==> src/rtl/quad_decoder4_pkg.sv <==
// Shared definitions for the quad_decoder4 quadrature decoder.
// Optional feature macro: QDEC_GLITCH_FILTER_EN (adds a 2-sample glitch filter).
package quad_decoder4_pkg;

    // Gray states in forward (count-up) order: S0 -> S1 -> S2 -> S3 -> S0
    localparam logic [1:0] QDEC_S0 = 2'b00;
    localparam logic [1:0] QDEC_S1 = 2'b01;
    localparam logic [1:0] QDEC_S2 = 2'b11;
    localparam logic [1:0] QDEC_S3 = 2'b10;

    localparam logic QDEC_DIR_UP = 1'b1;
    localparam logic QDEC_DIR_DN = 1'b0;

    // Extra cycles the optional filter adds to latency and to the priming window
`ifdef QDEC_GLITCH_FILTER_EN
    localparam int unsigned QDEC_FILT_CYCLES = 1;
`else
    localparam int unsigned QDEC_FILT_CYCLES = 0;
`endif

    typedef enum logic {
        ST_PRIME = 1'b0,
        ST_RUN   = 1'b1
    } qdec_state_e;

    // Successor of a Gray state in the forward direction
    function automatic logic [1:0] qdec_fwd(input logic [1:0] s);
        logic [1:0] nxt;
        case (s)
            QDEC_S0: nxt = QDEC_S1;
            QDEC_S1: nxt = QDEC_S2;
            QDEC_S2: nxt = QDEC_S3;
            default: nxt = QDEC_S0;
        endcase
        return nxt;
    endfunction

endpackage

==> src/rtl/quad_decoder4_sync_ff.sv <==
// Single-bit synchroniser chain (the sync_ff stage), DEPTH flops, reset to 0.
module quad_decoder4_sync_ff #(
    parameter int unsigned DEPTH = 2
) (
    input  logic clk,
    input  logic rst,
    input  logic d,
    output logic q
);

    logic [DEPTH-1:0] chain_q;
    logic [DEPTH-1:0] chain_d;

    // Shift the asynchronous input one stage deeper each cycle
    always_comb begin
        chain_d = {chain_q[DEPTH-2:0], d};
    end

    // Chain register with synchronous reset
    always_ff @(posedge clk) begin
        if (rst) begin
            chain_q <= '0;
        end else begin
            chain_q <= chain_d;
        end
    end

    assign q = chain_q[DEPTH-1];

endmodule

==> src/rtl/quad_decoder4.sv <==
// Quadrature A/B decoder: synchronises both phases, decodes Gray transitions
// into up/down steps, keeps a wrapping position count and flags illegal jumps.
// Optional feature macro: QDEC_GLITCH_FILTER_EN (pair must be stable for 2 samples).
module quad_decoder4 #(
    parameter int unsigned WIDTH       = 4,
    parameter int unsigned SYNC_STAGES = 2
) (
    input  logic             clk,
    input  logic             arst,
    input  logic             en,
    input  logic             a,
    input  logic             b,
    output logic [WIDTH-1:0] pos,
    output logic             step,
    output logic             dir,
    output logic             err,
    output logic             err_sticky
);
    import quad_decoder4_pkg::*;

    localparam int unsigned PRIME_LEN = SYNC_STAGES + 1 + QDEC_FILT_CYCLES;
    localparam int unsigned CNT_W     = $clog2(PRIME_LEN);

    logic       a_s;
    logic       b_s;
    logic [1:0] sync_pair;
    logic [1:0] cur_c;
    logic [1:0] diff_c;

    quad_decoder4_sync_ff #(.DEPTH(SYNC_STAGES)) u_sync_ff_a (
        .clk (clk),
        .rst (arst),
        .d   (a),
        .q   (a_s)
    );

    quad_decoder4_sync_ff #(.DEPTH(SYNC_STAGES)) u_sync_ff_b (
        .clk (clk),
        .rst (arst),
        .d   (b),
        .q   (b_s)
    );

    assign sync_pair = {a_s, b_s};

`ifdef QDEC_GLITCH_FILTER_EN
    logic [1:0] samp_q, samp_d;
    logic [1:0] hold_q, hold_d;

    // Accept the synchronised pair only once it matches the previous sample
    always_comb begin
        samp_d = sync_pair;
        hold_d = hold_q;
        if (sync_pair == samp_q) begin
            hold_d = sync_pair;
        end
    end

    // Filter sample and accepted-value registers
    always_ff @(posedge clk) begin
        if (arst) begin
            samp_q <= 2'b00;
            hold_q <= 2'b00;
        end else begin
            samp_q <= samp_d;
            hold_q <= hold_d;
        end
    end

    assign cur_c = hold_d;
`else
    assign cur_c = sync_pair;
`endif

    qdec_state_e      state_q, state_d;
    logic [CNT_W-1:0] prime_cnt_q, prime_cnt_d;
    logic [1:0]       prev_q, prev_d;
    logic [WIDTH-1:0] pos_q, pos_d;
    logic             dir_q, dir_d;
    logic             step_q, step_d;
    logic             err_q, err_d;
    logic             err_sticky_q, err_sticky_d;

    assign diff_c = cur_c ^ prev_q;

    // PRIME/RUN sequencing and Gray-transition decode
    always_comb begin
        state_d      = state_q;
        prime_cnt_d  = prime_cnt_q;
        prev_d       = cur_c;
        pos_d        = pos_q;
        dir_d        = dir_q;
        step_d       = 1'b0;
        err_d        = 1'b0;
        err_sticky_d = err_sticky_q;

        case (state_q)
            ST_PRIME: begin
                if (prime_cnt_q == CNT_W'(PRIME_LEN - 1)) begin
                    state_d = ST_RUN;
                end else begin
                    prime_cnt_d = prime_cnt_q + CNT_W'(1);
                end
            end
            ST_RUN: begin
                if (en && (diff_c != 2'b00)) begin
                    if (diff_c == 2'b11) begin
                        err_d        = 1'b1;
                        err_sticky_d = 1'b1;
                    end else if (cur_c == qdec_fwd(prev_q)) begin
                        pos_d  = pos_q + WIDTH'(1);
                        dir_d  = QDEC_DIR_UP;
                        step_d = 1'b1;
                    end else begin
                        pos_d  = pos_q - WIDTH'(1);
                        dir_d  = QDEC_DIR_DN;
                        step_d = 1'b1;
                    end
                end
            end
            default: begin
                state_d = ST_PRIME;
            end
        endcase
    end

    // State, history and registered outputs; reset overrides any decode
    always_ff @(posedge clk) begin
        if (arst) begin
            state_q      <= ST_PRIME;
            prime_cnt_q  <= '0;
            prev_q       <= 2'b00;
            pos_q        <= '0;
            dir_q        <= QDEC_DIR_UP;
            step_q       <= 1'b0;
            err_q        <= 1'b0;
            err_sticky_q <= 1'b0;
        end else begin
            state_q      <= state_d;
            prime_cnt_q  <= prime_cnt_d;
            prev_q       <= prev_d;
            pos_q        <= pos_d;
            dir_q        <= dir_d;
            step_q       <= step_d;
            err_q        <= err_d;
            err_sticky_q <= err_sticky_d;
        end
    end

    assign pos        = pos_q;
    assign dir        = dir_q;
    assign step       = step_q;
    assign err        = err_q;
    assign err_sticky = err_sticky_q;

endmodule
==> config.mk <==
export PLATFORM = sky130hd
export DESIGN_NAME = quad_decoder4
export DESIGN_NICKNAME = d
export VERILOG_FILES = /design/src/rtl/quad_decoder4_pkg.sv /design/src/rtl/quad_decoder4_sync_ff.sv /design/src/rtl/quad_decoder4.sv
export SDC_FILE = /design/constraint.sdc
export NUM_CORES = 1
export LEC_CHECK = 0
export CORE_ASPECT_RATIO = 1.1
export CORE_MARGIN = 2
export CORE_UTILIZATION = 48
export DETAILED_ROUTE_END_ITERATION = 16
export PLACE_DENSITY_LB_ADDON = 0.25
export SLEW_MARGIN = 30
export SYNTH_ARGS = -nofsm -noshare
export SYNTH_HDL_FRONTEND = slang
export SYNTH_SLANG_ARGS = --single-unit
==> constraint.sdc <==
create_clock -name clk -period 2.8 [get_ports clk]
set_clock_uncertainty 0.15 [all_clocks]
set_input_delay 0.84 -clock clk [delete_from_list [all_inputs] [get_ports clk]]
set_output_delay 0.84 -clock clk [all_outputs]
set_load 0.05 [all_outputs]
==> results.cfg <==
[global_routing]
grt_max_degree = 12
grt_pass1_wl_um = 1828
antenna_found_initial = 0
grt_pass1_vias = 475
overflow = 0
grt.total_usage_pct = 15.43

[detailed_routing]
dr.pass1.iters = 4
wl_per_cell_um = 11.29
drt_iter0_drc = 7
viasPerCell = 5.373
totalWireLength_um = 1152
dr_total_vias = 548
ant_nets = 0
route.detailed.drc = 0

[critical_path]
start_kind = flip-flop
critPathArrivalTime_ns = 1.54
r2r_end = pos[3]
crit_type = reg2out
slowest_delay_ns = 0.83
cp.required_ns = 1.81
reg2reg_slack_ns = 0.37
end_kind = primary output
reg2reg_from = u_sync_ff_a.chain_q[1]
cp_max_fo = 5
critPathBufInv = 1
cp_top_family = buffers and inverters
reg2regPathDepth = 7
cpMaxStageDelayCell = clkdlybuf4s50_1
path_cells = clkdlybuf4s50_1

[logic_synthesis]
synth_fa_ha_area_share_pct = 8.028
netlist_area_um2 = 716.9
synth_top_area_share_pct = 47.47
syn_avg_cell_area_um2 = 10.24
async_reset_ff_share_pct = 0
synth-edff-count = 0
synth_top_family_by_area = simple AND/OR/NAND/NOR gates
synthMuxAreaShare_pct = 2.094
synth_area_leader_cell = dfxtp_1
yosysSeqAreaShare_pct = 47.47
synth-xor-area-share_pct = 11.87
synth-compound-area-share_pct = 11.34
yosysWarnings = 0
synthTopCellsByArea = dfxtp_1 (47%), nor2b_1 (6.1%), ha_1 (5.2%)
synthesis.instances = 70
yosys_most_used_dff = dfxtp_1
synthSimpleGateAreaFrac_pct = 18.15
synth_seq_cells = 17
ys_types = 24
syn_nets = 79

[power_and_ir_drop]
total_leakage_power_nw = 0.3249
ir_drop_mv = 0.4657
powerDensity_mw_per_mm2 = 605.1

[sta]
setup_ws_ns = 0.2725
hold_violations = 0
tightest_slew_ns = 0.4929
slew_headroom_pct = 67.04
rsz0062_at_grt = false
maxSlewViolCount = 0
finalSetupTns_ns = 0
worst_hold_slack_ns = 0.3012
finalCritPeriodShare_pct = 90.27
fmaxAchievable_mhz = 395.7
final.min_clock_period_ns = 2.527
setup_viol = 0

[floorplan]
die-area_mm2 = 0.001819
fp.dieH_um = 44.54
rows = 14
coreArea_mm2 = 0.001384
die_x_um = 40.85
initial_core_util_pct = 51.81
pin_count = 13

[placement]
io_buffers = 12
dpl_cell_area_um2 = 860.8
place_congestion = 0.6605
dp_slack_ns = 0.3903
dp_hpwl_um = 907.9
dpl.cell_count = 98

[hold_path]
min_path_cells = 1
hp-start = u_sync_ff_b.chain_q[0]
holdPathEnd = u_sync_ff_b.chain_q[1]
hp-class = reg2reg

[layout]
nNetsFinal = 96
antennaDiodeCount = 0
fin_area_um2 = 887.1
fin_cells = 102
drive_above_1_share_pct = 11.63
areaGrowthSynthToFinish_pct = 23.73

[clock_tree]
post_cts_buffers = 0
h-tree-depth = 1
clkSinkCount = 17
cts_buffers = 3
cts_root_buf = clkbuf_4
cts_hold_buf = 0
clk_path_buf_depth = 2
cts_tree = done
cts-resized-gates = 0
insertion_delay_ns = 0.29
cts.clk_slew.worst_paths_ns = 0.09

[status]
status = finished, final reports clean

[job]
cap_viol_max_count = 0
[cells in the mapped netlist, drive strengths merged (2+ instances only)]
cell / number
xnor2: 4
dfxtp: 17
nand3: 2
a21oi: 4
nor2b: 7
nand2: 2
nor2: 9
o21ai: 2
nor3: 3
ha: 3
a211o: 2
xor2: 4
a211oi: 2
[kinds of logic after synthesis]
| kind of cell | count (synthesis) |
|---|---|
| simple gates | 26 |
| flops | 17 |
| compound gates | 12 |
| xor+xnor | 8 |
| fa+ha+maj | 4 |
| buf+inv | 2 |
| mux | 1 |
[through the flow]
step	util, %	power [mW]
5_1_grt	64.10	0.5713
4_1_cts	64.10	0.5438
3_5_place_dp	62.21	0.4140
3_3_place_gp	62.21	0.4082
2_1_floorplan	-	0.3793
6_report	64.10	0.5368
[worst max-delay path by stage]
stage / start / endpoint / slack [ns] / cells after the start
floorplan: u_sync_ff_a.chain_q[1] / pos[3] / 0.48 / 7
global placement: en / pos[3] / 0.41 / 4
detailed placement: u_sync_ff_a.chain_q[1] / pos[3] / 0.39 / 7
CTS: pos[0] / pos[0] / 0.25 / 1
global route: pos[0] / pos[0] / 0.20 / 1
finish: pos[0] / pos[0] / 0.27 / 1
[cell usage in the layout (no fill, tap or decap), types with 2 or more instances in the layout]
| cell type | netlist | final |
|---|---|---|
| dfxtp_1 | 17 | 17 |
| clkdlybuf4s50_1 | 0 | 12 |
| nor2_1 | 9 | 9 |
| nor2b_1 | 7 | 7 |
| xnor2_1 | 4 | 4 |
| a21oi_1 | 4 | 4 |
| nor3_1 | 3 | 3 |
| ha_1 | 3 | 3 |
| clkbuf_4 | 0 | 3 |
| xor2_1 | 2 | 2 |
| nand2_1 | 2 | 2 |
| xor2_2 | 2 | 2 |
| o21ai_0 | 2 | 2 |
| nand3_1 | 2 | 2 |
| a211o_1 | 2 | 2 |
[registers in the layout (all words and copies together) (netlist names)]
signal / flops
err: 1
u_sync_ff_b.chain_q: 2
err_sticky: 1
state_q: 1
u_sync_ff_a.chain_q: 2
step: 1
dir: 1
pos: 4
prime_cnt_q: 2
prev_q: 2
[where the power goes]
| part | internal [mW] | switching (mW) | total, mW | leakage (nW) |
|---|---|---|---|---|
| combinational | 0.0530 | 0.0707 | 0.124 | 0.171 |
| clock | 0.0555 | 0.0734 | 0.129 | 0.0150 |
| sequential | 0.266 | 0.0182 | 0.284 | 0.139 |
[cell type report]
type,instances,area (µm²)
Fill cell,122,496.7
Inverter,1,3.754
Timing Repair Buffer,13,127.6
Multi-Input combinational cell,51,369.1
Tap cell,16,20.02
Sequential cell,17,340.3
Clock buffer,4,26.28
[per-layer routing]
metal	vias up	routed length (µm)	global-route usage, %
met2	14	582	24.06
met3	5	55	4.523
met1	257	482	17.52
met5	-	0	0
met4	0	31	10.00
li1	272	-	-
Power figures use the tool's default switching activity.
